**src/rtl/branch_resolve_unit_pkg.sv**
```systemverilog
`default_nettype none
// ============================================================================
//  Module   : branch_resolve_unit_pkg
//  Purpose  : Shared definitions for the branch resolve unit: chooser
//             encodings, the delay-slot redirect offset and the metadata
//             records carried through the D->E and E->M pipeline registers.
//  Ports    : none (package)
//  Revision : 1.0 - initial release
// ============================================================================
package branch_resolve_unit_pkg;

  // 2-bit saturating chooser states; MSB = 1 selects the global component.
  localparam logic [1:0] c_chooser_strong_local  = 2'b00;
  localparam logic [1:0] c_chooser_weak_local    = 2'b01;
  localparam logic [1:0] c_chooser_weak_global   = 2'b10;
  localparam logic [1:0] c_chooser_strong_global = 2'b11;

  // Fall-through fetch address skips the branch and its delay slot.
  localparam logic [31:0] c_delay_slot_offset = 32'd8;

  // Metadata held in the D->E register.
  typedef struct packed {
    logic        branch;
    logic [31:0] pc;
    logic        pred_global;
    logic        pred_local;
    logic        pred_choose;
  } de_meta_t;

  // Resolved branch record held in the E->M register.
  typedef struct packed {
    logic        branch;
    logic [31:0] pc;
    logic        actual_taken;
    logic        global_error;
    logic        local_error;
    logic        mispred;
    logic [31:0] redirect_pc;
  } em_meta_t;

  // Chooser state -> "use global" bit.
  function automatic logic chooser_selects_global(input logic [1:0] state);
    return (state == c_chooser_strong_global) || (state == c_chooser_weak_global);
  endfunction

endpackage
`default_nettype wire

```
**src/rtl/branch_resolve_unit_pipe_reg.sv**
```systemverilog
`default_nettype none
// ============================================================================
//  Module   : branch_pipe_reg
//  Purpose  : Generic pipeline register with flush (clear) and stall (hold).
//             Flush has priority over stall; reset is asynchronous.
//  Ports    : clk, rst           - clock, async active-high reset
//             i_flush, i_stall   - clear / hold controls
//             i_d, o_q           - WIDTH-bit data in / registered out
//  Revision : 1.0 - initial release
// ============================================================================
module branch_pipe_reg #(
  parameter int WIDTH = 1
) (
  input  logic             clk,
  input  logic             rst,
  input  logic             i_flush,
  input  logic             i_stall,
  input  logic [WIDTH-1:0] i_d,
  output logic [WIDTH-1:0] o_q
);

  logic [WIDTH-1:0] r_q;

  always_ff @(posedge clk or posedge rst) begin
    if (rst) begin
      r_q <= '0;
    end else if (i_flush) begin
      r_q <= '0;
    end else if (!i_stall) begin
      r_q <= i_d;
    end
  end

  assign o_q = r_q;

endmodule
`default_nettype wire

```
**src/rtl/branch_resolve_unit.sv**
```systemverilog
`default_nettype none
// ============================================================================
//  Module   : branch_resolve_unit
//  Purpose  : Carries tournament-predictor metadata from D to E, resolves the
//             branch in E (per-component errors, final misprediction and the
//             correct fetch PC) and presents the result registered in M along
//             with a one-shot predictor update strobe.
//  Config   : BRANCH_PERF_CNT_EN - when defined, saturating branch and
//             misprediction counters are built; otherwise both read as 0.
//  Ports    : clk, rst                      - clock, async active-high reset
//             branchD, pcD, pred_*D         - D-stage branch and predictions
//             stallE/flushE, stallM/flushM  - pipeline hold / kill controls
//             actual_takenE, branch_targetE - E-stage resolution
//             branchM, pcM, actual_takenM   - M-stage branch record
//             global_errorM, local_errorM   - per-component mispredictions
//             mispredM, redirect_pcM        - final misprediction, fetch PC
//             branch_updateM                - predictor update strobe
//             perf_branches, perf_mispred   - performance counters
//  Revision : 1.0 - initial release
// ============================================================================
module branch_resolve_unit
  import branch_resolve_unit_pkg::*;
#(
  parameter int CNT_WIDTH = 32
) (
  input  logic                 clk,
  input  logic                 rst,
  input  logic                 branchD,
  input  logic [31:0]          pcD,
  input  logic                 pred_globalD,
  input  logic                 pred_localD,
  input  logic                 pred_chooseD,
  input  logic                 stallE,
  input  logic                 flushE,
  input  logic                 stallM,
  input  logic                 flushM,
  input  logic                 actual_takenE,
  input  logic [31:0]          branch_targetE,
  output logic                 branchM,
  output logic                 actual_takenM,
  output logic [31:0]          pcM,
  output logic                 global_errorM,
  output logic                 local_errorM,
  output logic                 mispredM,
  output logic [31:0]          redirect_pcM,
  output logic                 branch_updateM,
  output logic [CNT_WIDTH-1:0] perf_branches,
  output logic [CNT_WIDTH-1:0] perf_mispred
);

  de_meta_t w_de_d;
  de_meta_t w_de_q;
  em_meta_t w_em_d;
  em_meta_t w_em_q;
  logic     w_final_predE;

  // ---------------- D -> E ----------------
  assign w_de_d.branch      = branchD;
  assign w_de_d.pc          = pcD;
  assign w_de_d.pred_global = pred_globalD;
  assign w_de_d.pred_local  = pred_localD;
  assign w_de_d.pred_choose = pred_chooseD;

  branch_pipe_reg #(
    .WIDTH ($bits(de_meta_t))
  ) u_de_reg (
    .clk     (clk),
    .rst     (rst),
    .i_flush (flushE),
    .i_stall (stallE),
    .i_d     (w_de_d),
    .o_q     (w_de_q)
  );

  // ---------------- E-stage resolution ----------------
  assign w_final_predE = w_de_q.pred_choose ? w_de_q.pred_global : w_de_q.pred_local;

  assign w_em_d.branch       = w_de_q.branch;
  assign w_em_d.pc           = w_de_q.pc;
  assign w_em_d.actual_taken = actual_takenE;
  assign w_em_d.global_error = w_de_q.branch & (w_de_q.pred_global != actual_takenE);
  assign w_em_d.local_error  = w_de_q.branch & (w_de_q.pred_local  != actual_takenE);
  assign w_em_d.mispred      = w_de_q.branch & (w_final_predE      != actual_takenE);
  // Not-taken resumes after the delay slot; 32-bit add wraps naturally.
  assign w_em_d.redirect_pc  = actual_takenE ? branch_targetE
                                             : (w_de_q.pc + c_delay_slot_offset);

  // ---------------- E -> M ----------------
  branch_pipe_reg #(
    .WIDTH ($bits(em_meta_t))
  ) u_em_reg (
    .clk     (clk),
    .rst     (rst),
    .i_flush (flushM),
    .i_stall (stallM),
    .i_d     (w_em_d),
    .o_q     (w_em_q)
  );

  assign branchM       = w_em_q.branch;
  assign pcM           = w_em_q.pc;
  assign actual_takenM = w_em_q.actual_taken;
  assign global_errorM = w_em_q.global_error;
  assign local_errorM  = w_em_q.local_error;
  assign mispredM      = w_em_q.mispred;
  assign redirect_pcM  = w_em_q.redirect_pc;

  // Fires on the cycle the branch leaves M, so a stalled branch strobes once.
  assign branch_updateM = w_em_q.branch & ~stallM;

  // ---------------- performance counters ----------------
`ifdef BRANCH_PERF_CNT_EN
  localparam logic [CNT_WIDTH-1:0] c_cnt_one = CNT_WIDTH'(1);

  logic [CNT_WIDTH-1:0] r_perf_branches;
  logic [CNT_WIDTH-1:0] r_perf_mispred;

  always_ff @(posedge clk or posedge rst) begin
    if (rst) begin
      r_perf_branches <= '0;
      r_perf_mispred  <= '0;
    end else if (branch_updateM) begin
      if (r_perf_branches != '1) begin
        r_perf_branches <= r_perf_branches + c_cnt_one;
      end
      if (mispredM && (r_perf_mispred != '1)) begin
        r_perf_mispred <= r_perf_mispred + c_cnt_one;
      end
    end
  end

  assign perf_branches = r_perf_branches;
  assign perf_mispred  = r_perf_mispred;
`else
  assign perf_branches = '0;
  assign perf_mispred  = '0;
`endif

endmodule
`default_nettype wire

```
**config.mk**
```make
export PLATFORM = sky130hd
export DESIGN_NAME = branch_resolve_unit
export DESIGN_NICKNAME = d
export VERILOG_FILES = /design/src/rtl/branch_resolve_unit_pkg.sv /design/src/rtl/branch_resolve_unit_pipe_reg.sv /design/src/rtl/branch_resolve_unit.sv
export SDC_FILE = /design/constraint.sdc
export NUM_CORES = 1
export LEC_CHECK = 0
export ABC_CLOCK_PERIOD_IN_PS = 6270
export BUFFER_PORTS_ARGS = -buffer_cell sky130_fd_sc_hd__clkbuf_2
export CAP_MARGIN = 20
export CELL_PAD_IN_SITES_DETAIL_PLACEMENT = 1
export CELL_PAD_IN_SITES_GLOBAL_PLACEMENT = 1
export CORE_ASPECT_RATIO = 0.75
export CORE_UTILIZATION = 40
export DETAILED_ROUTE_END_ITERATION = 12
export PLACE_DENSITY_LB_ADDON = 0.2
export SYNTH_ARGS = -nofsm -noshare
export SYNTH_HDL_FRONTEND = slang
export SYNTH_SLANG_ARGS = --single-unit
```
**constraint.sdc**
```tcl
create_clock -name clk -period 6.27 [get_ports clk]
set_input_delay 1.254 -clock clk [delete_from_list [all_inputs] [get_ports clk]]
set_output_delay 1.254 -clock clk [all_outputs]
set_load 0.05 [all_outputs]
```
* Word level (Yosys, flattened, before mapping)
Cells that the tools add are included.
** Cells by class
- $add $sub $neg :: 1
- Multipliers :: 0
- Div/mod/pow operators :: 0
- $lt $le $gt $ge :: 0
- Equality and inequality tests :: 5
- Shifts and indexed selects :: 0
- Muxes and demuxes :: 6
- Bitwise gates (word level) :: 5
- Reductions and logical operators :: 0
** Operators with widths (count)
- 69-bit two-way mux :: 2
- 36-bit two-way mux :: 2
- 32-bit by 4-bit adder with 32-bit output, second input constant :: 1
- 32-bit two-way mux :: 1
- 1-bit AND :: 4
- 2-bit by 1-bit != test with 1-bit output, second input constant :: 2
- 1-bit != test :: 3
- 1-bit two-way mux :: 1
- 1-bit inverter :: 1
** Word-level totals
- Register bits :: 105
- Latch bits :: 0
- RAM bits :: 0
- Memory bits (read-only) :: 0
- Output and inout port bits :: 134
- Word-level logic and storage cells :: 19
- Memories kept :: 0

* Longest topological paths before layout
Gate-level depths: netlist (run 1).
- Word-level depth :: 5
- Gate-level depth with buffers :: 7
- Mapped depth without buffers :: 5

* Modules after synthesis
Synthesis (run 1) repeated with hierarchy kept, for this count alone.
** Second synthesis, totals
- Cells, all modules :: 577
- Area, all modules :: 5775.5 um^2
** By module, submodules not included
- branch_pipe_reg at u_em_reg :: times used 1, cells each 224, area an instance 2788.9 um^2, sequential area each 1726.7 um^2
- branch_resolve_unit :: times used 1, cells each 236, area an instance 1496.4 um^2, sequential area each 0.0 um^2
- branch_pipe_reg at u_de_reg :: times used 1, cells each 117, area an instance 1490.2 um^2, sequential area each 900.9 um^2

* Worst setup path after synthesis (run 1)
Ideal clock, no wire load.
- Kind :: input -> output
- From :: in stallM
- To :: out branch_updateM
- Arrival time :: 2.489 ns
- Slack :: 2.527 ns
- Stages :: 4
- Cell sequence :: clkbuf_1 -> clkbuf_1 -> buf_2 -> nor2b_1
** On the way
- Word-level cells in the longest chain between the ends :: 2
** RTL lines
- from (decl) :: RTL line branch_resolve_unit.sv:35 : input logic stallM,
- 1-bit inverter :: RTL line branch_resolve_unit.sv:109 : assign branch_updateM = w_em_q.branch & ~stallM;
- 1-bit AND :: RTL line branch_resolve_unit.sv:109
- to (decl) :: RTL line branch_resolve_unit.sv:46 : output logic branch_updateM,
No other way between the ends.

* Worst setup path in the final report (run 1)
Same ends and word-level chain as after synthesis.

==> results of run 1 <==
-- layout by cell type, fill, tap and decap left out, types with 4 or more instances in the layout --
cell type and n:
nor2b_1 10, o21ai_0 5, nor3_1 9, mux2i_1 77, nor3b_1 5, clkbuf_16 9
or3_1 6, a31oi_1 7, nor2_1 103, xnor2_1 9, conb_1 64, nand3b_1 12
dfrtp_1 105, nand2_1 38, a21oi_1 33, and3_1 4, nand3_1 8, inv_1 7
o211ai_1 14, buf_4 5, nand4_1 9, clkbuf_2 143
-- per-stage QoR --
step	total power, mW	hold WS [ns]	cells	instance area [um2]
after floorplan	1.05	0.481	677	6070
after global placement	1.10	0.501	912	6410
after detailed placement	1.11	0.517	912	6410
after CTS	1.75	0.533	926	6750
after global routing	1.80	0.564	927	6770
final	1.74	0.531	927	6770
-- worst register-to-register path: cells and delay by family, from the launching register on --
family	cells	cell delay [ns]
AO/OA/AOI/OAI	2	0.47
flip-flops	1	0.53
AND/OR/NAND/NOR	2	1.21
-- flip-flops by register name, indices dropped and copies added (netlist names) --
| signal | cells |
|---|---|
| u_em_reg.o_q | 69 |
| u_de_reg.o_q | 36 |
-- power by group --
group | switching (mW) | leakage [nW] | internal (mW) | total [mW]
sequential | 0.0410 | 1.42 | 0.710 | 0.751
clock | 0.250 | 0.162 | 0.397 | 0.647
combinational | 0.262 | 1.86 | 0.0809 | 0.343
-- final cells by class --
class	instances	area [um2]	share of cell area
clock inverters	3	90.1	0.0133
inverters	8	32.5	0.00481
well taps	195	244	0.0361
clock buffers	11	243	0.0359
repair buffers	149	773	0.114
multi-input cells	456	2760	0.407
flip-flops and latches	105	2630	0.388
-- kinds of logic after synthesis --
kind of cell	Yosys count	share of synthesized area
multiplexers	77	0.132
other	1	0.000642
AO/OA/AOI/OAI	79	0.0868
adder cells (fa/ha/maj)	1	0.00214
AND/OR/NAND/NOR	223	0.192
flip-flops	105	0.450
buffers and inverters	116	0.118
XOR/XNOR	12	0.0180
-- final timing paths --
| check | to | slack [ns] | cells after the start |
|---|---|---|---|
| worst max register to register | u_em_reg.o_q[21] | 3.94 | 4 |
| worst min register to register | u_em_reg.o_q[59] | 0.53 | 2 |
| max in group asynchronous | u_em_reg.o_q[3] | 4.10 | 3 |
| worst min-delay path | u_em_reg.o_q[59] | 0.53 | 2 |
| min in group asynchronous | u_em_reg.o_q[55] | 0.99 | 2 |
| worst max-delay path | branch_updateM | 2.77 | 3 |
-- layer usage --
layer	up-vias	routed length, um	track usage
li1	2209	-	-
met1	2426	8240	0.332
met2	136	7960	0.370
met3	17	780	0.0411
met4	0	167	0.0530
met5	-	0	0
==> metrics.yaml, run 1 <==
synthArstFlopShare: 1.00
rsz0062_at_grt: "no"
grt_max_degree: 55
finalSetupTns_ns: 0
fill_cells: 1668
yosys-top-cells-area: "dfrtp_1 (45%), mux2i_1 (13%), buf_4 (8.2%)"
fin_util: 0.484
yosysMostFrequentCell: "dfrtp_1"
fin_crit_ns: 3.50
final_layout_size_suffix_gt1_frac: 0.232
coreArea_um2: 14000
worstSkewPairLatency_ns: 0.35
cp.required_ns: 5.02
cts_buffer_depth: 2
cts_buffers: 9
cts_hold_buf: 0
nets: 805
vdd_drop_max_mv: 0.119
avgRoutedWirePerCell_um: 18.5
hold_path.class: "reg -> reg"
vias: 4788
hold_violations: 0
clk_pin_slew_ns: 0.07
endpoint_kind: "output pin"
ctsHtreeMaxLevel: 3
drt-initial-drc-count: 218
cts_resized: 0
rows: 37
insertedDiodeCount: 0
max_freq_ghz: 0.285
gp_congestion: 0.789
dpl_worst_slack_ns: 2.76
worst_path_largest_cell_delay_ns: 0.51
synth_area_per_cell_um2: 9.51
die_width_um: 141
dieArea_um2: 15100
dr.pass1.iters: 5
dp_hpwl_mm: 12.0
cts_root_buffer: "clkbuf_16"
ys_seq_elements: 105
synth_top_flop_cell: "dfrtp_1"
antenna_found_initial: 0
finalCritPeriodShare: 0.559
worst_slew_pin_slew_ns: 1.15
cp_slowest_cell: "buf_4"
synth.distinct_cells: 49
netlist_area_um2: 5840
cp.arrival_ns: 2.25
status: "complete, no violations"
p_leak_nw: 3.44
startpoint: "stallM"
crit_family: "buffers and inverters"
drv_slew: 0
synth_top_cell_area_share: 0.450
synthTopCellsByCount: "dfrtp_1 (105), nor2_1 (103), mux2i_1 (77)"
r2r_start: "u_de_reg.o_q[10]"
wl_mm: 17.1
powerDensity_nw_per_um2: 257
cts_setup_buffers: 0
tritoncts: "done"
avgViaCountPerCell: 5.17
drtAntennaViolNets: 0
synth_cells: 614
synth_top_cell_by_area: "dfrtp_1"
path_cells: "buf_4, nor2b_1, clkbuf_2"
clock_sinks: 105
synth_edf_count: 0
port_buffers: 144
syn2layout_area_growth_pct: 15.9
ys_seq_area_frac: 0.450
fin_ws_ns: 2.77
crit_type: "in -> out"
max-slew-margin-rel: 0.231
report.final.setup_viol: 0
die_y_um: 107
grt_util_all_layers: 0.233
overflow: 0
start_kind: "input pin"
grt_pass1_wl_mm: 26.9
drc: 0
first_global_vias: 4920
ios: 209
skew_ns: 0.00444
critPathMaxFanout: 54
worst-path-buf-inv: 2
start_util: 0.417
min_from: "u_em_reg.o_q[59]"
drv_cap: 0
ys_warn_count: 0
Note: power is estimated with default switching activity, not from simulation.
==> run 2: changes to the inputs <==
--- a/config.mk
+++ b/config.mk
@@ -5,13 +5,13 @@
 export SDC_FILE = /design/constraint.sdc
 export NUM_CORES = 1
 export LEC_CHECK = 0
-export ABC_CLOCK_PERIOD_IN_PS = 6270
+export ABC_CLOCK_PERIOD_IN_PS = 3300
 export BUFFER_PORTS_ARGS = -buffer_cell sky130_fd_sc_hd__clkbuf_2
 export CAP_MARGIN = 20
 export CELL_PAD_IN_SITES_DETAIL_PLACEMENT = 1
 export CELL_PAD_IN_SITES_GLOBAL_PLACEMENT = 1
 export CORE_ASPECT_RATIO = 0.75
-export CORE_UTILIZATION = 40
+export CORE_UTILIZATION = 37
 export DETAILED_ROUTE_END_ITERATION = 12
 export PLACE_DENSITY_LB_ADDON = 0.2
 export SYNTH_ARGS = -nofsm -noshare
==> constraint.sdc (replaced) <==
create_clock -name clk -period 3.3 [get_ports clk]
set_input_delay 0.66 -clock clk [delete_from_list [all_inputs] [get_ports clk]]
set_output_delay 0.66 -clock clk [all_outputs]
set_load 0.05 [all_outputs]
==> run 2 against run 1 <==
Net effect: routed wire length fell by 3.4%; first-iteration DRC count is 24% lower; critical path depth up 1; hold slack got worse by 0.077 ns; sequential cell count is the same.
==> metrics.yaml, run 2 (synthesized netlist as in run 1, its figures left out) <==
cp.arrival_ns: 2.52  # +0.27 ns
rows: 39  # +5.4%
nets: 808  # +0.37%
cts_setup_buffers: 0  # unchanged
fin_ws_ns: 1.01  # -1.75 ns
antenna_found_initial: 0  # unchanged
syn2layout_area_growth_pct: 15.9  # unchanged
vdd_drop_max_mv: 0.242  # +100%
start_util: 0.381  # -0.0365
cts_resized: 0  # unchanged
worstSkewPairLatency_ns: 0.35  # about the same
critPathMaxFanout: 12  # -78%
grt_max_degree: 106  # +93%
max-slew-margin-rel: 0.426  # +0.195
cts_hold_buf: 0  # unchanged
dr.pass1.iters: 4  # -1
cts_root_buffer: "clkbuf_16"
ios: 209  # unchanged
vias: 4703  # -1.8%
grt_pass1_wl_mm: 26.4  # -2.0%
hold_violations: 0  # unchanged
r2r_cells: 4  # unchanged
dpl_worst_slack_ns: 0.942  # -1.82 ns
avgViaCountPerCell: 5.00  # -3.2%
start_kind: "flip-flop"
overflow: 0  # unchanged
drtAntennaViolNets: 0  # unchanged
final_layout_size_suffix_gt1_frac: 0.236  # +0.00417
wl_mm: 16.6  # -3.4%
drv_cap: 0  # unchanged
dieArea_um2: 16300  # +8.0%
gp_congestion: 0.805  # +2.0%
insertedDiodeCount: 0  # unchanged
clk_pin_slew_ns: 0.07  # about the same
p_total_mw: 3.17  # +82%
regToRegEndpoint: "u_em_reg.o_q[21]"
finalCritPeriodShare: 0.693
largest_reg_flops: 69  # unchanged
max_freq_ghz: 0.437
skew_ns: 0.00862  # +0.00418 ns
layout_common_cells: "clkbuf_2 (143), dfrtp_1 (105), nor2_1 (103)"
r2r_start: "u_de_reg.o_q[10]"
endpoint_kind: "flip-flop"
die_width_um: 147  # +3.9%
r2r_slack_ns: 1.01  # -2.93 ns
fin_util: 0.442  # -0.0424
report.final.setup_viol: 0  # unchanged
grt_util_all_layers: 0.207  # -0.0256
cts_buffer_depth: 2  # unchanged
port_buffers: 144  # unchanged
avgRoutedWirePerCell_um: 17.6  # -4.8%
cp.required_ns: 3.53  # -1.49 ns
rsz0062_at_grt: "no"
ctsHtreeMaxLevel: 3  # unchanged
crit_type: "reg -> reg"
drv_slew: 0  # unchanged
p_leak_nw: 3.43  # -0.39%
powerDensity_nw_per_um2: 469  # +82%
dp_hpwl_mm: 11.8  # -2.3%
coreArea_um2: 15300  # +9.6%
finalSetupTns_ns: 0  # unchanged
cts_buffers: 9  # unchanged
die_y_um: 111  # +3.9%
drt-initial-drc-count: 165  # -24%
drc: 0  # unchanged
worst_slew_pin_slew_ns: 0.861  # -0.286 ns
layout_commonest_cell: "clkbuf_2"
tritoncts: "done"
status: "complete, no violations"
first_global_vias: 4861  # -1.2%
fin_crit_ns: 2.29
fill_cells: 1841  # +10%
clock_sinks: 105  # unchanged
hold_path.class: "in -> async"
run 2: routing by layer:
| metal | part of all wire | vias to the layer above | GRT usage | routed length, um |
|---|---|---|---|---|
| met1 | 0.48 | 2349 | 0.291 | 7970 |
| met2 | 0.45 | 121 | 0.318 | 7500 |
| met3 | 0.056 | 12 | 0.0556 | 930 |
| met5 | 0 | - | 0 | 0 |
| met4 | 0.0098 | 0 | 0.0481 | 162 |
| li1 | - | 2221 | - | - |
run 2: per-stage QoR:
step	instance area, um2	cells	hold WS (ns)
2_1_floorplan	6080	677	0.481
3_3_place_gp	6470	926	0.507
3_5_place_dp	6470	926	0.513
4_1_cts	6770	941	0.495
5_1_grt	6770	941	0.513
6_report	6770	941	0.455
run 2: worst max-delay path, cell delays in order, from the launching register on:
cell and delay, ns:
dfrtp_1 0.51, nand4_1 0.56, nor4_4 0.62, a21oi_1 0.14, a311o_1 0.33
run 2: power by group:
part / total [mW] / leakage (nW) / switching (mW) / internal, mW
registers: 1.42 / 1.42 / 0.0743 / 1.35
logic: 0.653 / 1.87 / 0.497 / 0.156
clock network: 1.10 / 0.138 / 0.488 / 0.607
run 2: how the worst max path moves through the flow:
stage          cells after the start             start          endpoint
6_report                           4  u_de_reg.o_q[10]  u_em_reg.o_q[21]
5_1_grt                            4  u_de_reg.o_q[10]  u_em_reg.o_q[19]
4_1_cts                            4  u_de_reg.o_q[10]  u_em_reg.o_q[21]
3_5_place_dp                       6            flushM  u_em_reg.o_q[27]
3_3_place_gp                       6            flushM  u_em_reg.o_q[27]
2_1_floorplan                      4            stallM    branch_updateM
run 2: area by class of cell:
class,instances,area (um2),area share
multi-input combinational,456,2760,0.407
inverter,8,33.8,0.00499
clock buffer,11,243,0.0359
tap,205,256,0.0379
sequential,105,2630,0.388
clock inverter,4,53.8,0.00795
timing repair buffer,152,796,0.118
==> run 3: changes to the inputs <==
--- a/config.mk
+++ b/config.mk
@@ -5,13 +5,13 @@
 export SDC_FILE = /design/constraint.sdc
 export NUM_CORES = 1
 export LEC_CHECK = 0
-export ABC_CLOCK_PERIOD_IN_PS = 3300
+export ABC_CLOCK_PERIOD_IN_PS = 2100
 export BUFFER_PORTS_ARGS = -buffer_cell sky130_fd_sc_hd__clkbuf_2
 export CAP_MARGIN = 20
 export CELL_PAD_IN_SITES_DETAIL_PLACEMENT = 1
 export CELL_PAD_IN_SITES_GLOBAL_PLACEMENT = 1
 export CORE_ASPECT_RATIO = 0.75
-export CORE_UTILIZATION = 37
+export CORE_UTILIZATION = 34
 export DETAILED_ROUTE_END_ITERATION = 12
 export PLACE_DENSITY_LB_ADDON = 0.2
 export SYNTH_ARGS = -nofsm -noshare
==> constraint.sdc (replaced) <==
create_clock -name clk -period 2.1 [get_ports clk]
set_input_delay 0.42 -clock clk [delete_from_list [all_inputs] [get_ports clk]]
set_output_delay 0.42 -clock clk [all_outputs]
set_load 0.05 [all_outputs]
==> run 3 against run 2 <==
Net effect: count of clock-buffer cells in the layout down 1; sequential cell count unchanged; largest cell class unchanged; first-iteration DRC count up 22%; clock skew down 0.0021 ns; non-clock buffer count up 17; sequential share of layout area down 1.3 points; hold slack worse by 0.24 ns; register-to-register slack worse by 0.87 ns; die area up 8.7%; design area up 3.4%; power up 65%.
==> metrics.yaml, run 3 (synthesized netlist as in run 1, its figures left out) <==
overflow: 0  # unchanged
hold_path.class: "in -> async"
drv_slew: 0  # unchanged
placed_area_um2: 6660  # +2.9%
fill_cells: 2004  # +8.9%
fin_crit_ns: 1.95  # -0.334 ns
p_sw_mw: 1.73  # +64%
endpoint_kind: "flip-flop"
wl_mm: 17.3  # +4.2%
grt_pass1_wl_mm: 27.6  # +4.5%
avgViaCountPerCell: 4.99  # about the same
p_total_mw: 5.22  # +65%
ios: 209  # unchanged
cp_slowest_cell: "or4_4"
dieArea_um2: 17700  # +8.7%
fin_util: 0.416  # -0.0258
worst_slew_pin_slew_ns: 0.581  # -0.280 ns
layout_commonest_cell: "clkbuf_2"
ctsHtreeMaxLevel: 3  # unchanged
gp_congestion: 0.779  # -3.3%
crit_type: "reg -> reg"
clk_pin_slew_ns: 0.07  # about the same
p_leak_nw: 3.55  # +3.7%
skew_ns: 0.00655  # -0.00207 ns
vdd_drop_max_mv: 0.351  # +45%
avgRoutedWirePerCell_um: 17.8  # +1.1%
cp.required_ns: 2.38  # -1.15 ns
rows: 41  # +5.1%
status: "complete, no violations"
drtAntennaViolNets: 0  # unchanged
finalInstanceArea_um2: 7000  # +3.4%
layout_common_cells: "clkbuf_2 (143), dfrtp_1 (105), nor2_1 (103)"
cts_resized: 0  # unchanged
cts_buffer_depth: 2  # unchanged
powerDensity_nw_per_um2: 745  # +59%
crit_family: "simple AND/OR/NAND/NOR gates"
tritoncts: "done"
worstSkewPairLatency_ns: 0.35  # about the same
final_cells: 970  # +3.1%
rsz0062_at_grt: "no"
dpl_worst_slack_ns: 0.234  # -0.708 ns
start_util: 0.347  # -0.0340
worst-path-buf-inv: 0  # unchanged
critPathMaxFanout: 7  # -5
p_comb_frac: 0.206  # about the same
syn2layout_area_growth_pct: 19.9
max-slew-margin-rel: 0.613  # +0.187
worst_path_largest_cell_delay_ns: 0.57  # -0.05 ns
cts_setup_buffers: 0  # unchanged
cts_hold_buf: 0  # unchanged
clock_sinks: 105  # unchanged
die_y_um: 115  # +4.2%
multi_input_area_um2: 2760  # unchanged
power_switching_share: 0.332  # -0.00198
finalSetupTns_ns: 0  # unchanged
hold_violations: 0  # unchanged
path_cells: "nand4_1, or4_4, nor3_4, a311o_1"
report.final.setup_viol: 0  # unchanged
dr.pass1.iters: 6  # +2
holdWs_ns: 0.214  # -0.241 ns
largest_reg_flops: 69  # unchanged
drc: 0  # unchanged
cp.arrival_ns: 2.24  # -0.28 ns
antenna_found_initial: 1  # +1
p_int_mw: 3.48  # +65%
max_freq_ghz: 0.512  # +17%
first_global_vias: 4955  # +1.9%
drv_cap: 0  # unchanged
grt_util_all_layers: 0.202  # -0.00524
die_width_um: 153  # +4.3%
clkPwrFrac: 0.368  # +0.023
cts_root_buffer: "clkbuf_16"
grt_max_degree: 106  # unchanged
finalCritPeriodShare: 0.929  # +0.237
dp_hpwl_mm: 12.4  # +5.4%
drt-initial-drc-count: 201  # +22%
dp.cells: 953  # +2.9%
vias: 4844  # +3.0%
fin_ws_ns: 0.148  # -0.866 ns
nets: 825  # +2.1%
coreArea_um2: 16800  # +9.8%
regArea_um2: 2630  # unchanged
pwr-share-seq: 0.426  # -0.023
start_kind: "flip-flop"
cts_buffers: 9  # unchanged
port_buffers: 144  # unchanged
final_layout_size_suffix_gt1_frac: 0.256  # +0.0196
## run 3: cell types whose count changed in the layout (fill, tap and decap cells not counted), sizes merged
cell      previous run  this run
buf                  9        26
bufinv               1         2
clkbuf             154       153
clkinvlp             3         1
diode                0         1
inv                  7        10
## run 3: path summary, 6_finish.rpt
path	startpoint	endpoint	slack, ns	cells past startpoint
max	u_de_reg.o_q[22]	u_em_reg.o_q[29]	0.15	4
min	rst	u_em_reg.o_q[42]	0.21	3
max reg2reg	u_de_reg.o_q[22]	u_em_reg.o_q[29]	0.15	4
min reg2reg	u_em_reg.o_q[8]	u_em_reg.o_q[8]	0.52	2
max in group asynchronous	rst	u_de_reg.o_q[26]	1.46	3
min in group clk	pcD[26]	u_de_reg.o_q[29]	0.31	3
## run 3: layer usage
layer  global-route usage  share of wire  up-vias
met5                    0              0        -
li1                     -              -     2271
met3               0.0456          0.056       20
met1                0.283           0.49     2413
met4               0.0525          0.011        0
met2                0.317           0.44      140
## run 3: worst min-delay path, delay by kind of cell
| kind | cells | cell delay [ns] |
|---|---|---|
| buffers and inverters | 3 | 0.60 |
## run 3: power groups by stage
stage          logic (mW)  clock network (mW)  registers (mW)
4_1_cts              1.08                1.97            2.22
3_3_place_gp         1.07                   0            2.26
3_5_place_dp         1.08                   0            2.26
6_report             1.07                1.92            2.22
5_1_grt              1.15                2.03            2.24
2_1_floorplan       0.693                   0            2.44
## run 3: cell type report
cell class,count,area share
antenna,1,0.000358
clock buffer,10,0.0341
clock inverter,6,0.0136
inverter,8,0.00483
multi-input combinational,456,0.394
sequential,105,0.375
tap,215,0.0384
timing repair buffer,169,0.139
